===== config.mk =====
export PLATFORM = sky130hd
export DESIGN_NAME = interrupter_burst
export DESIGN_NICKNAME = d
export VERILOG_FILES = /design/src/rtl/interrupter_burst.sv
export SDC_FILE = /design/constraint.sdc
export NUM_CORES = 1
export LEC_CHECK = 0
export ABC_AREA = 1
export CAP_MARGIN = 20
export CORE_MARGIN = 2
export CORE_UTILIZATION = 50
export DETAILED_ROUTE_END_ITERATION = 6
export PLACE_DENSITY = 0.72
export SYNTH_ARGS = -nofsm -noshare
export SYNTH_HDL_FRONTEND = slang
export SYNTH_SLANG_ARGS = --single-unit

===== constraint.sdc =====
create_clock -name clk -period 2.05 [get_ports clk]
set_input_delay 0.41 -clock clk [delete_from_list [all_inputs] [get_ports clk]]
set_output_delay 0.41 -clock clk [all_outputs]
set_load 0.03 [all_outputs]

===== src/rtl/interrupter_burst.sv =====
// DRSSTC interrupter: gates the resonant feedback square wave into the inverted gate-driver
// pair during a programmable window, with burst modulation and over-current lockout.
module interrupter_burst #(
  parameter int unsigned PAR_W     = 8,
  parameter int unsigned ADDR_W    = 4,
  parameter int unsigned ADDR_BASE = 4,
  parameter int unsigned K1        = 20,
  parameter int unsigned K2        = 15,
  parameter int unsigned K3        = 9,
  parameter int unsigned SKIP_W    = 4,
  parameter int unsigned FCNT_W    = 8
) (
  input  logic              clk,
  input  logic              rst,
  input  logic              gen,
  input  logic              ocd,
  input  logic [PAR_W-1:0]  data,
  input  logic [ADDR_W-1:0] addr,
  input  logic              en,
  output logic              out_p,
  output logic              out_n,
  output logic              active,
  output logic              fault,
  output logic [FCNT_W-1:0] fault_cnt
);

  // counter holds 2^K1 + (max FREQ << K2) - 1; window compare is done wide enough for PW << K3
  localparam int unsigned CNT_W  = ((K1 > PAR_W + K2) ? K1 : PAR_W + K2) + 1;
  localparam int unsigned WIN_W  = (CNT_W > PAR_W + K3) ? CNT_W : PAR_W + K3;
  localparam int unsigned CTRL_W = SKIP_W + 2;

  typedef enum logic [1:0] {ST_IDLE, ST_RUN, ST_FAULT} state_t;

  state_t            state, state_nxt;
  logic [CNT_W-1:0]  cnt, cnt_nxt, period_m1;
  logic [PAR_W-1:0]  freq, freq_nxt, pw, pw_nxt, bon, bon_nxt, boff, boff_nxt;
  logic [PAR_W-1:0]  bcnt, bcnt_nxt;
  logic [CTRL_W-1:0] ctrl, ctrl_nxt;
  logic [SKIP_W-1:0] skip, skip_nxt, skip_cfg;
  logic [FCNT_W-1:0] fault_cnt_nxt;
  logic              burst_on, burst_on_nxt, blk, blk_nxt;
  logic              gen_d, ocd_m, ocd_s;
  logic              out_p_nxt, out_n_nxt, active_nxt;
  logic              gen_edge, gen_rise, ena, burst_en, reload;

  assign ena       = ctrl[0];
  assign burst_en  = ctrl[1];
  assign skip_cfg  = ctrl[CTRL_W-1:2];
  assign gen_edge  = gen ^ gen_d;
  assign gen_rise  = gen & ~gen_d;
  assign reload    = (cnt == '0);
  assign period_m1 = (CNT_W'(1) << K1) + (CNT_W'(freq) << K2) - CNT_W'(1);

  // next-state for counter, burst sequencer, FSM, register file and outputs
  always_comb begin
    freq_nxt      = freq;
    pw_nxt        = pw;
    bon_nxt       = bon;
    boff_nxt      = boff;
    ctrl_nxt      = ctrl;
    cnt_nxt       = reload ? period_m1 : cnt - CNT_W'(1);
    burst_on_nxt  = burst_on;
    bcnt_nxt      = bcnt;
    state_nxt     = state;
    skip_nxt      = skip;
    blk_nxt       = blk;
    fault_cnt_nxt = fault_cnt;

    if (reload) begin
      if (!burst_en) begin
        burst_on_nxt = 1'b1;
        bcnt_nxt     = '0;
      end else if (bcnt == (burst_on ? bon : boff)) begin
        burst_on_nxt = ~burst_on;
        bcnt_nxt     = '0;
      end else begin
        bcnt_nxt = bcnt + PAR_W'(1);
      end
    end

    // blk only moves on a gen edge so a half-cycle is never truncated
    case (state)
      ST_IDLE: begin
        if (gen_edge) blk_nxt = 1'b1;
        if (ena) state_nxt = ST_RUN;
      end
      ST_RUN: begin
        if (gen_rise) blk_nxt = ocd_s | ~active;
        if (ocd_s) begin
          state_nxt = ST_FAULT;
          skip_nxt  = skip_cfg;
          if (fault_cnt != {FCNT_W{1'b1}}) fault_cnt_nxt = fault_cnt + FCNT_W'(1);
        end else if (!ena) begin
          state_nxt = ST_IDLE;
        end
      end
      ST_FAULT: begin
        if (gen_edge) blk_nxt = 1'b1;
        if (gen_rise && skip != '0) skip_nxt = skip - SKIP_W'(1);
        if (!ena) state_nxt = ST_IDLE;
        else if (skip == '0 && !ocd_s) state_nxt = ST_RUN;
      end
      default: state_nxt = ST_IDLE;
    endcase

    if (en) begin
      if (addr == ADDR_W'(ADDR_BASE))     freq_nxt = data;
      if (addr == ADDR_W'(ADDR_BASE + 1)) pw_nxt   = data;
      if (addr == ADDR_W'(ADDR_BASE + 2)) bon_nxt  = data;
      if (addr == ADDR_W'(ADDR_BASE + 3)) boff_nxt = data;
      if (addr == ADDR_W'(ADDR_BASE + 4)) ctrl_nxt = data[CTRL_W-1:0];
    end

    active_nxt = (WIN_W'(cnt_nxt) < (WIN_W'(pw_nxt) << K3)) && burst_on_nxt &&
                 ctrl_nxt[0] && (state_nxt == ST_RUN);
    out_p_nxt  = gen & ~blk_nxt;
    out_n_nxt  = ~gen & ~blk_nxt;
  end

  always_ff @(posedge clk) begin
    if (rst) begin
      state     <= ST_IDLE;
      cnt       <= '0;
      freq      <= '0;
      pw        <= '0;
      bon       <= '0;
      boff      <= '0;
      ctrl      <= '0;
      bcnt      <= '0;
      burst_on  <= 1'b1;
      skip      <= '0;
      blk       <= 1'b1;
      gen_d     <= 1'b0;
      ocd_m     <= 1'b0;
      ocd_s     <= 1'b0;
      fault_cnt <= '0;
      out_p     <= 1'b0;
      out_n     <= 1'b0;
      active    <= 1'b0;
      fault     <= 1'b0;
    end else begin
      state     <= state_nxt;
      cnt       <= cnt_nxt;
      freq      <= freq_nxt;
      pw        <= pw_nxt;
      bon       <= bon_nxt;
      boff      <= boff_nxt;
      ctrl      <= ctrl_nxt;
      bcnt      <= bcnt_nxt;
      burst_on  <= burst_on_nxt;
      skip      <= skip_nxt;
      blk       <= blk_nxt;
      gen_d     <= gen;
      ocd_m     <= ocd;
      ocd_s     <= ocd_m;
      fault_cnt <= fault_cnt_nxt;
      out_p     <= out_p_nxt;
      out_n     <= out_n_nxt;
      active    <= active_nxt;
      fault     <= (state_nxt == ST_FAULT);
    end
  end

endmodule


Word-level counts from Yosys, hierarchy flattened
Cells that the tools add are included.

Add/sub/neg operators: 6. Reduce and logical (&&, ||, !) cells: 18. Bitwise gates (word level): 10. Mux-type cells: 23. Magnitude comparators: 1. Equal/unequal tests: 13.

Operator list (number): $sub A24 B1 Y24 const B (2); $mux W8 (5); $add A21 B23 Y24 const A (1); $logic_not A24 Y1 (1); $lt A24 B17 Y1 (1); $mux W24 (1); $add A8 B1 Y8 const B (2); $eq A4 B3 Y1 const B (4); $mux W2 (5); $eq A8 B8 Y1 (1); $mux W4 (2); $ne A8 B8 Y1 const B (1); $pmux W4 S2 (1); $reduce_and A2 Y1 (4); $mux W1 (7); $pmux W2 S3 (1); $reduce_and A3 Y1 (2); $logic_and A1 B1 Y1 (5); $not A1 Y1 (5); $eq A2 B1 Y1 const B (2); $eq A2 B2 Y1 const B (2); $eq A4 B4 Y1 const B (1); $logic_not A4 Y1 (1); $ne A2 B2 Y1 const B (2); other kinds (10) (12).

Word-level logic and storage cells: 91. Output and inout port bits: 12. Register bits: 93. Input bits: 17.

Depth between registers and ports, before layout
Gate-level depths: netlist of run 1.

Depth in word-level cells: 8. Gate-level depth with buffers: 15. Gate-level depth less buffers: 15.

Worst setup path after synthesis of run 1
No wires, ideal clock.

Kind: reg-to-reg. Start point: register cnt[0]. End point: register active. Data required time: 1986 ps. Path buffers: 2. Path slack: -16 ps. Stages on the path, launching flop included: 15. Setup time: 64 ps. Period minus slack after synthesis: 2066 ps. Arrival: 2002 ps. Cell sequence: dfxtp_1 -> inv_1 -> ha_1 -> nand2_2 -> nor2_4 -> nand3_4 -> buf_6 -> buf_2 -> nand3_1 -> ha_1 -> nand2_1 -> nor2_1 -> a211oi_1 -> a21boi_0 -> nor2_1.

Cells in the longest elaborated chain, start to end: 6. Elaborated cells on any way between the ends: 8. Those cells by class: add/sub: 1; order compare: 1; mux: 2; reduce/logical: 4.

Ends and longest elaborated chain: start, declared (line 35) `logic [CNT_W-1:0] cnt, cnt_nxt, period_m1;`; start signal, assigned (line 143) `cnt <= cnt_nxt;`; $sub A24 B1 Y24 / $logic_not A24 Y1 (equally long branches) (line 61, 51); $mux W24 * (line 61) `cnt_nxt = reload ? period_m1 : cnt - CNT_W'(1);`; named net cnt_nxt[14] (line 35); $lt A24 B17 Y1 * (line 114) `active_nxt = (WIN_W'(cnt_nxt) < (WIN_W'(pw_nxt) << K3)) && burst_on_nxt &&`; $logic_and A1 B1 Y1 * (2 in series) (line 114); $logic_and A1 B1 Y1 * (line 115) `ctrl_nxt[0] && (state_nxt == ST_RUN);`; end signal, assigned (line 159) `active <= active_nxt;`; end, declared (line 22) `output logic active,`.

The timed path passes the listed nets; every way through them passes the cells marked *. A chain may end at the register's enable or synchronous reset.

Worst setup path in the final report of run 1
Start point: register cnt[2]. End point: register active.

The elaborated chain is that of the path after synthesis.

==> results of run 1 <==
-- worst max-delay path, delay by kind of cell (launching register included) --
| family | cells | cell delay (ps) |
|---|---|---|
| adders and majority gates | 1 | 260 |
| buffers and inverters | 1 | 80 |
| DFF | 1 | 360 |
| and+or+nand+nor | 8 | 1120 |
| AOI/OAI and AO/OA | 2 | 220 |
-- synth_stat cells, types with 2 or more instances --
library cell	instances
nand2_2	5
ha_1	14
dfxtp_1	93
xor2_1	7
mux2i_1	7
nor2_4	5
nand3_4	2
clkbuf_1	10
nand4_1	12
nand3b_1	2
buf_2	2
nor2_2	8
nor2_1	99
nand3_1	49
nor3_1	9
inv_1	83
or2_2	4
a31oi_1	5
a211oi_1	4
a21oi_1	49
nand2_1	146
nor3b_1	2
o21ai_0	46
a21boi_0	2
inv_2	2
-- cell type report --
cell class                 instances  area, um^2  area share, %
clock buffer                      10       137.6          2.309
clock inverter                     6       70.07          1.176
sequential                        93        1872          31.41
inverter                          86       325.3          5.459
timing repair buffer              96       794.5          13.33
multi-input combinational        488        2621          43.98
tap                              111       138.9          2.330
-- power groups by stage --
| stage | logic [uW] | clock network, uW | registers (uW) |
|---|---|---|---|
| after floorplan | 1990 | 0 | 2160 |
| after global placement | 2870 | 0 | 2170 |
| after detailed placement | 2930 | 0 | 2180 |
| after CTS | 3240 | 1320 | 2170 |
| after global routing | 3810 | 1400 | 2210 |
| final | 3430 | 1300 | 2190 |
-- flip-flops by register name, summed over array words and instances (netlist names), 2 cells and up --
signal     flops
skip           4
fault_cnt      8
bon            8
boff           8
cnt           24
pw             8
ctrl           6
state          2
bcnt           8
freq           8
-- per-layer routing --
| metal | part of all wire, % | track usage [%] | up-vias |
|---|---|---|---|
| met4 | 3.7 | 12.89 | 0 |
| met3 | 2.8 | 3.606 | 36 |
| li1 | - | - | 2397 |
| met5 | 0 | 0 | - |
| met1 | 45 | 29.87 | 2163 |
| met2 | 49 | 41.42 | 85 |
-- stage by stage --
step	cell area [um^2]	hold WS (ps)
global route	5959	461.3
detailed placement	5499	399.1
global placement	5499	395.8
CTS	5899	421.3
floorplan	4718	388.3
finish	5959	413.0
-- what timing repair did --
item,in CTS,in global routing
endpoints found under the setup margin,1,2
resized for setup,40,14
pin swaps,20,9
setup buffers,10,2
-- kinds of logic after synthesis --
kind of cell             synth area share [%]
XOR/XNOR                                1.486
adder cells (fa/ha/maj)                 3.715
AND/OR/NAND/NOR                         33.35
buffers and inverters                   8.146
multiplexers                            1.486
AO/OA/AOI/OAI                           12.34
flip-flops                              39.48
-- worst paths after layout --
check	start	to	slack (ps)	cells past startpoint
setup / recovery	cnt[2]	active	-60	12
hold / removal	ocd_m	ocd_s	410	2
setup reg to reg	cnt[2]	active	-60	12
hold reg to reg	ocd_m	ocd_s	410	2
==> reports/metrics.cfg, run 1 <==
[sta]
rsz0062_at_grt=yes
relSlewSlack_pct=71.93
final_hold_viol_count=0
period_needed_ps=2107
final_max_slew_viol_count=0
setup_slack_ps=-57.46
clock-skew-final_ps=8.361
clock.fmax_ghz=0.4745
setup_viol=1
fin_crit_sh_pct=102.8
setup_tns_ps=-57.46
worstMarginPinSlew_ps=421.0

[layout]
antenna_cells=0
synthToLayoutAreaGrowth_pct=26.37
nets=805
utilization_pct=64.80
drive_gt1_share_pct=20.15
final_cell_mix=143 x nand2_1, 85 x dfxtp_1, 84 x nor2_1, 80 x inv_1, 67 x buf_4
layout_commonest_cell=nand2_1
instances_no_fill=890
n_fill_cell=802

[yosys]
ys.flop_type=dfxtp_1
netlist_instances=680
synth.net_count=711
synth-edff-count=0
yosysUniqueCellTypes=38
postSynthAreaPerCell_um2=6.935
syn_area_um2=4716
seq_area_frac_synth_pct=39.48
synth.ff_latch_count=93
synth_top_area_share_pct=39.48
yosysWarningCount=0
netlist_top_cells_area=dfxtp_1 39%, nand2_1 12%, nor2_1 7.9%
ys_async_sr_fraction_pct=0
yosys.area.top_type=dfxtp_1

[floorplanning]
initial_core_util_pct=51.28
die_h_um=101.1
core_um2=9196
floorplan.rows=35
die-area_um2=10220
fp.dieW_um=101.1
ios=29

[routing]
drc_errors=0
routed_wl_um=11860
viasPerCell=5.260
drtAntennaViolNets=0
drt_iter0_markers=167
dr_total_vias=4681
first_pass_iters=5
wl_per_cell_um=13.32

[status]
violations=negative setup slack
outcome=finished, violations left

[placement]
dp_hpwl_um=8811
io_buffers=28
place.gp.congestion=0.9245
dp.cells=862
pre_cts_slack_ps=-451.7

[min_path]
min_path_type=reg2reg

[power_and_ir_drop]
p_comb_share_pct=49.6
total_power_uw=6915
ir_drop_mv=0.5334
p_sw_uw=2832
p_sw_share_pct=40.96
p_leak_uw=0.002690
seqPwrFrac_pct=31.7
p_int_uw=4083
p_per_area_nw_per_um2=1160
clkPwrFrac_pct=18.8

[clocking]
clockBufferDepth=2
clock_latency_ps=360
cts_tree=built
ctsHoldBuffers=0
h-tree-depth=3
cts_sinks=93
clk_pin_slew_ps=90
cts_buffers=9
clock-root-buffer=clkbuf_8

[critical_path]
worstPathCellList=nor2_2 -> nand2_2 -> nor3_1 -> inv_1 -> or2_2 -> nand3_1 -> ha_1 -> a21oi_1 -> nand2_1 -> nand2_1 -> a21boi_1 -> nor2_1
end_kind=register
critPathKind=reg2reg
cp-start-kind=register
cp.arrival_ps=2400
critPathMaxStageDelay_ps=360
critPathSlowestCell=dfxtp_2
worstPathRequired_ps=2340
cp_max_fo=4
cp_common_cell=nand2_1

[global_route]
grt_overflow_total=0
grt_antenna_before_repair=0
grtUsageTotal_pct=24.39
grt_pass1_wl_um=20060
grt_pass1_vias=4537
grt_max_degree=39

[flow_run]
max-cap-violations=0

No activity file was read; power rests on OpenSTA's default activity.
==> run 2, diff against run 1 <==
SETUP_SLACK_MARGIN = 0.4   (was not set)
==> reports/metrics.cfg, run 2 (synthesis results as in run 1) <==
[global_route]
grt_pass1_wl_um=20330  ; +1.3%
grt_max_degree=45  ; +15%
grt_pass1_vias=4414  ; -2.7%
grt_antenna_before_repair=0  ; unchanged
grtUsageTotal_pct=24.96  ; +0.57 points
grt_overflow_total=0  ; unchanged

[clocking]
clockBufferDepth=2  ; unchanged
h-tree-depth=3  ; unchanged
cts_sinks=93  ; unchanged
clk_pin_slew_ps=100  ; about the same
cts_tree=built
clock-root-buffer=clkbuf_8
cts_buffers=9  ; unchanged
clock_latency_ps=380  ; +20 ps

[layout]
instances_no_fill=906  ; +1.8%
nets=821  ; +2.0%
final_cell_mix=124 x nand2_1, 77 x nor2_1, 77 x dfxtp_1, 72 x inv_1, 68 x buf_4
post-route-cell-area_um2=6588  ; +11%
largest_reg_flops=24  ; unchanged
top_register=cnt
drive_gt1_share_pct=31.45  ; +11 points
antenna_cells=0  ; unchanged
synthToLayoutAreaGrowth_pct=39.69
n_fill_cell=667  ; -17%
layout_commonest_cell=nand2_1

[routing]
first_pass_iters=7  ; +2
dr_total_vias=4882  ; +4.3%
drt_iter0_markers=340  ; +100%
drtAntennaViolNets=0  ; unchanged
dr_wl_met2_um=7025  ; +22%
wl_met3_um=670  ; +99%
drt-met1-wl_um=5895  ; +11%
viasPerCell=5.389  ; +2.5%
routed_wl_um=13910  ; +17%
wl_per_cell_um=15.35  ; +15%
drc_errors=0  ; unchanged
dr.max_layer_used=met4

[placement]
io_buffers=28  ; unchanged
dp.cells=855  ; -0.81%
pre_cts_slack_ps=-421.6  ; +30.08 ps
placed_area_um2=5477  ; -0.41%
place.gp.congestion=0.8715  ; -5.7%
dp_hpwl_um=8564  ; -2.8%

[status]
violations=negative setup slack
outcome=finished, violations left

[sta]
final_hold_viol_count=0  ; unchanged
fin_crit_sh_pct=102.4  ; -0.44 points
rsz0062_at_grt=yes
setup_slack_ps=-48.43  ; +9.031 ps
worstMarginPinSlew_ps=454.5  ; +33.49 ps
worst_hold_slack_ps=418.8  ; +5.846 ps
final_max_slew_viol_count=0  ; unchanged
period_needed_ps=2098  ; -9.031 ps
clock.fmax_ghz=0.4765  ; +0.43%
relSlewSlack_pct=69.70  ; -2.2 points
clock-skew-final_ps=15.67  ; +7.307 ps
setup_viol=1  ; unchanged

[critical_path]
crit_start=cnt[9]
critPathSlowestCell=dfxtp_2
cp_common_cell=nor2_1
cp-start-kind=register
critPathMaxStageDelay_ps=380  ; +20 ps
r2r_start=cnt[9]
critPathKind=reg2reg
worstPathCellList=nor2_2 -> nand2_1 -> nor2_1 -> nand2_1 -> or2_2 -> nand3_2 -> ha_4 -> a21oi_1 -> nor2_1 -> a211oi_2 -> a21boi_1 -> nor2_1
end_kind=register
worstPathRequired_ps=2360  ; +20 ps
cp_max_fo=4  ; unchanged
cp.arrival_ps=2410  ; about the same

[power_and_ir_drop]
p_sw_share_pct=42.73  ; +1.8 points
p_sw_uw=3302  ; +17%
p_comb_share_pct=54.6  ; +5.0 points
p_leak_uw=0.002975  ; +11%
seqPwrFrac_pct=28.7  ; -3.0 points
p_int_uw=4425  ; +8.4%
total_power_uw=7727  ; +12%
clkPwrFrac_pct=16.7  ; -2.1 points
ir_drop_mv=0.8624  ; +62%
p_per_area_nw_per_um2=1173  ; +1.1%

[floorplanning]
initial_core_util_pct=51.28  ; unchanged
floorplan.rows=35  ; unchanged
fp.dieW_um=101.1  ; unchanged
die-area_um2=10220  ; unchanged
die_h_um=101.1  ; unchanged
ios=29  ; unchanged
core_um2=9196  ; unchanged

[min_path]
min_from=ocd_m
min_path_type=reg2reg

[flow_run]
max-cap-violations=0  ; unchanged

-- run 2: changes by cell type in the layout (fill, tap and decap cells not counted), sizes merged --
cell / delta
clkdlybuf4s50: -17
inv: -1
dlymetal6s2s: +5
clkinv: +1
buf: +16
dlygate4sd2: +12
-- run 2: final timing paths --
| path | cells after the start | slack, ps | end |
|---|---|---|---|
| worst max-delay path | 12 | -50 | active |
| worst min-delay path | 2 | 420 | ocd_s |
| worst max register to register | 12 | -50 | active |
| worst min register to register | 2 | 420 | ocd_s |
-- run 2: layer usage --
metal / up-vias / global-route usage (%)
met2: 152 / 42.18
met4: 0 / 8.316
met5: - / 0
li1: 2420 / -
met1: 2276 / 32.53
met3: 34 / 4.092
-- run 2: power by group through the flow --
stage	Combinational, uW	Sequential, uW	Clock (uW)
after floorplan	2040	2170	0
after global placement	2840	2170	0
after detailed placement	2900	2180	0
after CTS	3210	2150	1290
after global routing	4540	2240	1360
final	4220	2220	1290
-- run 2: through the flow --
step / utilization (%) / setup TNS [ps]
6_report: 71.63 / -48.43
5_1_grt: 71.63 / -272.0
4_1_cts: 64.31 / -8.380
3_5_place_dp: 59.55 / -1199
3_3_place_gp: 59.55 / -843.7
2_1_floorplan: - / 0
-- run 2: cell type report --
class                      instances  area [um^2]  area share (%)
multi-input combinational        488         3055           46.38
inverter                          86        327.8           4.976
clock buffer                      10        127.6           1.937
tap                              111        138.9           2.108
clock inverter                     6        72.57           1.102
sequential                        93         1889           28.68
timing repair buffer             112        975.9           14.81
-- run 2: what timing repair did --
item                       in CTS  in global routing
gates cloned                    0                  0
hold buffers                    0                  0
pin swaps                      14                 51
setup endpoints to repair      41                 46
setup buffers                  12                 23
resized for setup              59                134
-- run 2: critical path, delay by kind of cell (launching register included) --
kind                       cells  cell delay [ps]
and+or+nand+nor                8             1080
DFF                            1              380
AOI/OAI and AO/OA              3              350
adders and majority gates      1              220
==> run 3, diff against run 2 <==
CTS_CLUSTER_DIAMETER = 200   (was not set)
==> results of run 3 <==
The final DEF is identical to that of run 2; final timing and power are the same.
